--- src/rtl/seq_sort_extract.sv ---
// Sequential sort-and-extract block.
// Loads one vector of N unsigned WIDTH-bit elements, then streams them out one per transfer,
// extreme first (largest when DESCEND=1, smallest when DESCEND=0), ties going to the lowest
// original index. Each emitted element is removed from the live set.
//
// Ports:
//   clk        system clock, rising edge
//   rst_n      asynchronous active-low reset
//   in_valid   input vector valid
//   in_ready   block can accept a vector (high only while idle)
//   in_data    packed vector, element i = in_data[i*WIDTH +: WIDTH]
//   out_valid  out_data/out_idx/out_last valid
//   out_ready  downstream accepts current output
//   out_data   selected element value
//   out_idx    original position of the selected element
//   out_last   high with the final element of the vector
module seq_sort_extract #(
  parameter int unsigned WIDTH   = 16,
  parameter int unsigned N       = 4,
  parameter bit          DESCEND = 1'b1,
  parameter int unsigned IDXW    = $clog2(N)
) (
  input  logic                 clk,
  input  logic                 rst_n,
  input  logic                 in_valid,
  output logic                 in_ready,
  input  logic [N*WIDTH-1:0]   in_data,
  output logic                 out_valid,
  input  logic                 out_ready,
  output logic [WIDTH-1:0]     out_data,
  output logic [IDXW-1:0]      out_idx,
  output logic                 out_last
);

  localparam logic [IDXW:0] LastCnt = (IDXW + 1)'(N - 1);
  localparam logic [IDXW:0] CntOne  = (IDXW + 1)'(1);

  typedef enum logic [0:0] {StIdle, StEmit} state_e;

  state_e           state_q, state_d;
  logic [WIDTH-1:0] buf_q [N];
  logic [WIDTH-1:0] buf_d [N];
  logic [N-1:0]     mask_q, mask_d;
  logic [IDXW:0]    cnt_q, cnt_d;

  logic [IDXW-1:0]  sel;
  logic [WIDTH-1:0] best;
  logic             found;
  logic             last;

  // Linear scan over live elements. A strict compare means an equal value at a higher index
  // never displaces the current pick, which gives the stable lowest-index tie rule.
  always_comb begin
    sel   = '0;
    best  = '0;
    found = 1'b0;
    for (int unsigned i = 0; i < N; i++) begin
      if (mask_q[i]) begin
        if (!found || (DESCEND ? (buf_q[i] > best) : (buf_q[i] < best))) begin
          sel   = IDXW'(i);
          best  = buf_q[i];
          found = 1'b1;
        end
      end
    end
  end

  assign last = (cnt_q == LastCnt);

  always_comb begin
    state_d   = state_q;
    buf_d     = buf_q;
    mask_d    = mask_q;
    cnt_d     = cnt_q;
    in_ready  = 1'b0;
    out_valid = 1'b0;
    out_data  = '0;
    out_idx   = '0;
    out_last  = 1'b0;
    unique case (state_q)
      StIdle: begin
        in_ready = 1'b1;
        if (in_valid) begin
          for (int unsigned i = 0; i < N; i++) begin
            buf_d[i] = in_data[i*WIDTH +: WIDTH];
          end
          mask_d  = '1;
          cnt_d   = '0;
          state_d = StEmit;
        end
      end
      StEmit: begin
        out_valid = 1'b1;
        out_data  = best;
        out_idx   = sel;
        out_last  = last;
        if (out_ready) begin
          mask_d[sel] = 1'b0;
          cnt_d       = cnt_q + CntOne;
          if (last) begin
            state_d = StIdle;
          end
        end
      end
      default: state_d = StIdle;
    endcase
  end

  always_ff @(posedge clk or negedge rst_n) begin
    if (!rst_n) begin
      state_q <= StIdle;
      mask_q  <= '0;
      cnt_q   <= '0;
      for (int unsigned i = 0; i < N; i++) begin
        buf_q[i] <= '0;
      end
    end else begin
      state_q <= state_d;
      mask_q  <= mask_d;
      cnt_q   <= cnt_d;
      buf_q   <= buf_d;
    end
  end

endmodule

--- config.mk ---
export PLATFORM = sky130hd
export DESIGN_NAME = seq_sort_extract
export DESIGN_NICKNAME = d
export VERILOG_FILES = /design/src/rtl/seq_sort_extract.sv
export SDC_FILE = /design/constraint.sdc
export NUM_CORES = 1
export LEC_CHECK = 0
export CELL_PAD_IN_SITES_DETAIL_PLACEMENT = 1
export CELL_PAD_IN_SITES_GLOBAL_PLACEMENT = 1
export CORE_ASPECT_RATIO = 0.6
export CORE_MARGIN = 1.5
export CORE_UTILIZATION = 25
export DETAILED_ROUTE_END_ITERATION = 12
export PLACE_DENSITY_LB_ADDON = 0.3
export SLEW_MARGIN = 20
export SYNTH_ARGS = -nofsm -noshare
export SYNTH_HDL_FRONTEND = slang
export SYNTH_SLANG_ARGS = --single-unit
--- constraint.sdc ---
create_clock -name clk -period 7.84 [get_ports clk]
set_clock_uncertainty 0.05 [all_clocks]
set_input_delay 0.784 -clock clk [delete_from_list [all_inputs] [get_ports clk]]
set_output_delay 0.784 -clock clk [all_outputs]
set_load 0.02 [all_outputs]
==> summary by stage <==
Clock tree
The clock tree from TritonCTS is built. The root buffer cell is clkbuf_16. The number of CTS-inserted buffers is 9. CTS built an H-tree with a depth of 3. For this design, the sink count on the clock tree is 72.

No sink is reached through more buffers than the 2 on the longest clock path. The clock slew seen by the registers of the worst setup and hold paths is ~0.06 ns. The latest clock arrival within the worst-skew pair is 0.34 ns.

Setup path
The largest stage delay on the critical path is 0.53 ns. The highest-delay cell along the critical path is or4_4. The required time at the endpoint of the critical path is 7.01 ns. The top fanout value on the critical path is 6. Among the stages of the critical path, the cell type that occurs most often is buf_6. The worst endpoint data arrival time is 7.03 ns. The critical path is of the reg2out type.

The type of origin of the critical path is a flip-flop. STA classifies the critical path endpoint as a primary output.

Yosys
The count of cell types in the netlist is 49. The synthesized-area fraction occupied by and/or/nand/nor cells is 12.3%. The net count after synthesis is 560. The number of synthesized flops with an enable pin is 0.

The prevailing post-synth register cell is dfrtp_1. In this run the cell area of the synthesized design comes to around 0.0047 mm^2. Of the total synthesized cell area, the portion taken by full adders, half adders and majority gates is 13.2%. The post-synthesis sequential element count is 72.

The mux cell area share after synthesis is between 10% and 20%. For this run, asynchronously set or reset flops after synthesis account for 100%. The main combinational cell family by area after synthesis is multiplexers.

The synthesized netlist devotes less than 1% of its cell area to XOR and XNOR gates. The post-synthesis area per instance is 10.7 um^2. The total number of yosys warnings is 0. The compound-gate portion of the synthesized area is 14.2%. The register area share after synthesis is between 30% and 40%. In the synthesized netlist, the number of instances is 442.

Floorplan
Measured along the y axis, the die boundary spans 110 um. The die width is about 180 um. 89 I/O pins were placed. For this configuration, the core starts out at a cell density of 25.9%. The cell row count is 38.

The die covers around 0.020 mm^2. The placeable core region is 0.0183 mm^2.

Drt
The number of detailed-routing iterations run before antenna repair is 4. After detailed routing, the number of vias per cell comes to just under 5. The initial DRC count is 158. After detailed routing, the number of remaining DRC violations is 0. The total routed wirelength is around 16000 um.

The count of nets left with antenna violations once routing finished came out at 0. The average wire length per cell after detail routing is 19.4 um. The via count is 4109.

Place
Detailed placement ended at an HPWL of roughly 11000 um. Prior to clock tree synthesis, the placed netlist has a worst setup slack of -0.500 ns. At the end of routability-driven placement, the weighted congestion stood at 0.782.

In this run the tool buffered the top-level ports with 88 buffer cells.

Timing
The fraction of the cycle the final worst path needs is 100%. At the pin with the least slew margin, the transition time is around 1.0 ns. The post-route worst setup slack is -0.0224 ns.

The final-report max-slew violation count is 0. The worst relative slew slack is 30.8%. The number of hold violations in the final report is 0. For the final routed database, the setup TNS stands at -0.0643 ns. Setup violations remaining at the end of the flow were counted as 5. The shortest period the worst path allows is about 8 ns.

Derived from the worst setup path, the maximum achievable clock frequency is 127 MHz. Setup repair after global routing could not meet its margin everywhere. The tightest hold path in the finished design has a slack of 0.467 ns.

Finish
From synthesis to final layout, the design area changed by 46.9%. The number of antenna diodes in the final layout is 0. The fill cell total of the finished layout is about 2000. The fraction of final layout cells sized beyond drive strength 1 is 35.5%. At the end of the flow, the number of nets in the layout was 699.

Global route
The number of global-route vias before repair is 4292. The global-route wire length before repair is around 24000 um. The number of antenna violations at the first check in global routing was 0. Entering global routing, the biggest net connects 73 pins.

The leftover overflow at the end of global routing is 0. The total track usage is 15.9%.

Power and ir drop
The total power density per cell area is around 440 mW/mm^2. The worst voltage drop across the vdd grid is 0.285 mV. Summed over all cells, the static leakage comes to a little over 3 nW.

Worst hold path
The path class of the tightest hold or removal check is reg2reg.

Run status
The flow ran to the end, but the final reports show violations. The final reports fail on setup timing.

Flow run
The total of max-cap violations is 0.
[registers in the layout, summed over array words and instances, names as in the netlist]
register and cells:
cnt_q 3, state_q 1, buf_q 64, mask_q 4
[Yosys cell counts, types with 4 or more instances]
cell	instances	area share (%)
a21o_1	5	0.79
a21oi_1	18	1.9
a221o_1	16	3.4
a32o_1	14	3.0
and2_1	17	2.2
and3_1	17	2.2
clkbuf_1	17	1.3
dfrtp_1	72	38
ha_1	50	13
inv_1	22	1.7
mux2_2	62	15
mux2i_1	16	3.4
nand2_1	33	2.6
nand4_1	7	0.92
nor2_1	13	1.0
nor3_1	5	0.53
nor4_1	4	0.53
o21ai_0	8	0.84
[per-layer routing]
metal / GRT usage, % / vias up / part of all wire [%]
li1: - / 1939 / -
met5: 0 / - / 0
met3: 3.48 / 16 / 4.4
met1: 22.3 / 2070 / 51
met4: 3.84 / 0 / 1.1
met2: 24.8 / 84 / 43
[final timing paths]
| path | slack [ns] | endpoint | cells past startpoint | from |
|---|---|---|---|---|
| worst max-delay path | -0.02 | out_data[0] | 32 | mask_q[0]$_DFFE_PN0P_ |
| worst min-delay path | 0.47 | mask_q[2]$_DFFE_PN0P_ | 1 | mask_q[2]$_DFFE_PN0P_ |
| worst max register to register | 1.37 | mask_q[2]$_DFFE_PN0P_ | 30 | mask_q[0]$_DFFE_PN0P_ |
| worst min register to register | 0.47 | mask_q[2]$_DFFE_PN0P_ | 1 | mask_q[2]$_DFFE_PN0P_ |
| max in group asynchronous | 6.44 | mask_q[0]$_DFFE_PN0P_ | 2 | rst_n |
| min in group asynchronous | 0.62 | buf_q[51]$_DFFE_PN0P_ | 2 | rst_n |
[report_power, final]
part | internal [mW] | switching (mW)
Sequential | 0.556 | 0.229
Clock | 0.287 | 0.160
Combinational | 0.923 | 0.892
[through the flow]
step / utilization [%] / total power [mW] / cell area [um^2] / cells
global route: 38.1 / 3.27 / 6970 / 826
global placement: 33.4 / 2.28 / 6120 / 784
detailed placement: 33.4 / 2.35 / 6120 / 784
floorplan: - / 1.69 / 4750 / 442
CTS: 36.3 / 2.86 / 6640 / 812
finish: 38.1 / 3.05 / 6970 / 826
[logic make-up after synthesis]
family	count (synthesis)
fa+ha+maj	50
compound gates	84
buf+inv	47
flops	72
xor+xnor	1
mux	78
simple gates	110
[repair_timing]
action                                  in CTS  in global routing
cloned                                       1                  3
endpoints found under the setup margin      18                 18
pin swaps                                    9                 26
resized for setup                           56                 98
hold buffers                                 0                  0
setup buffers                               11                 12
[final cells by class]
| type | count | area [um^2] | area share (%) |
|---|---|---|---|
| inverter | 25 | 96.3 | 1.38 |
| timing repair buffer | 148 | 1420 | 20.4 |
| timing repair inverter | 1 | 7.51 | 0.108 |
| multi-input combinational | 324 | 3030 | 43.4 |
| tap | 240 | 300 | 4.31 |
| clock inverter | 3 | 65.1 | 0.934 |
| clock buffer | 13 | 250 | 3.59 |
| sequential | 72 | 1800 | 25.9 |
[worst max-delay path, delay by kind of cell (launching register included)]
| family | cells | cell delay (ns) |
|---|---|---|
| compound gates | 6 | 1.85 |
| fa+ha+maj | 3 | 0.85 |
| simple gates | 11 | 1.82 |
| flops | 1 | 0.42 |
| mux | 1 | 0.11 |
| buf+inv | 11 | 1.61 |
[layout by cell type, fill, tap and decap left out, types with 3 or more instances in the layout]
cell             count
a21o_1               5
a21oi_1             16
and2_1              17
and3_1              16
dfrtp_1             71
a32o_2               9
buf_6               18
buf_4               46
clkdlybuf4s50_1     69
buf_12               3
nand4_1              7
inv_1               20
a32o_1               7
a221o_1             16
clkbuf_16           11
nand2_1             26
ha_1                42
ha_4                 8
mux2i_1             16
a31oi_1              3
inv_2                3
nor2_1              13
nand2_2              6
buf_2                6
clkbuf_1             3
mux2_2              62
o21ai_0              8
Power figures use the tool's default switching activity.
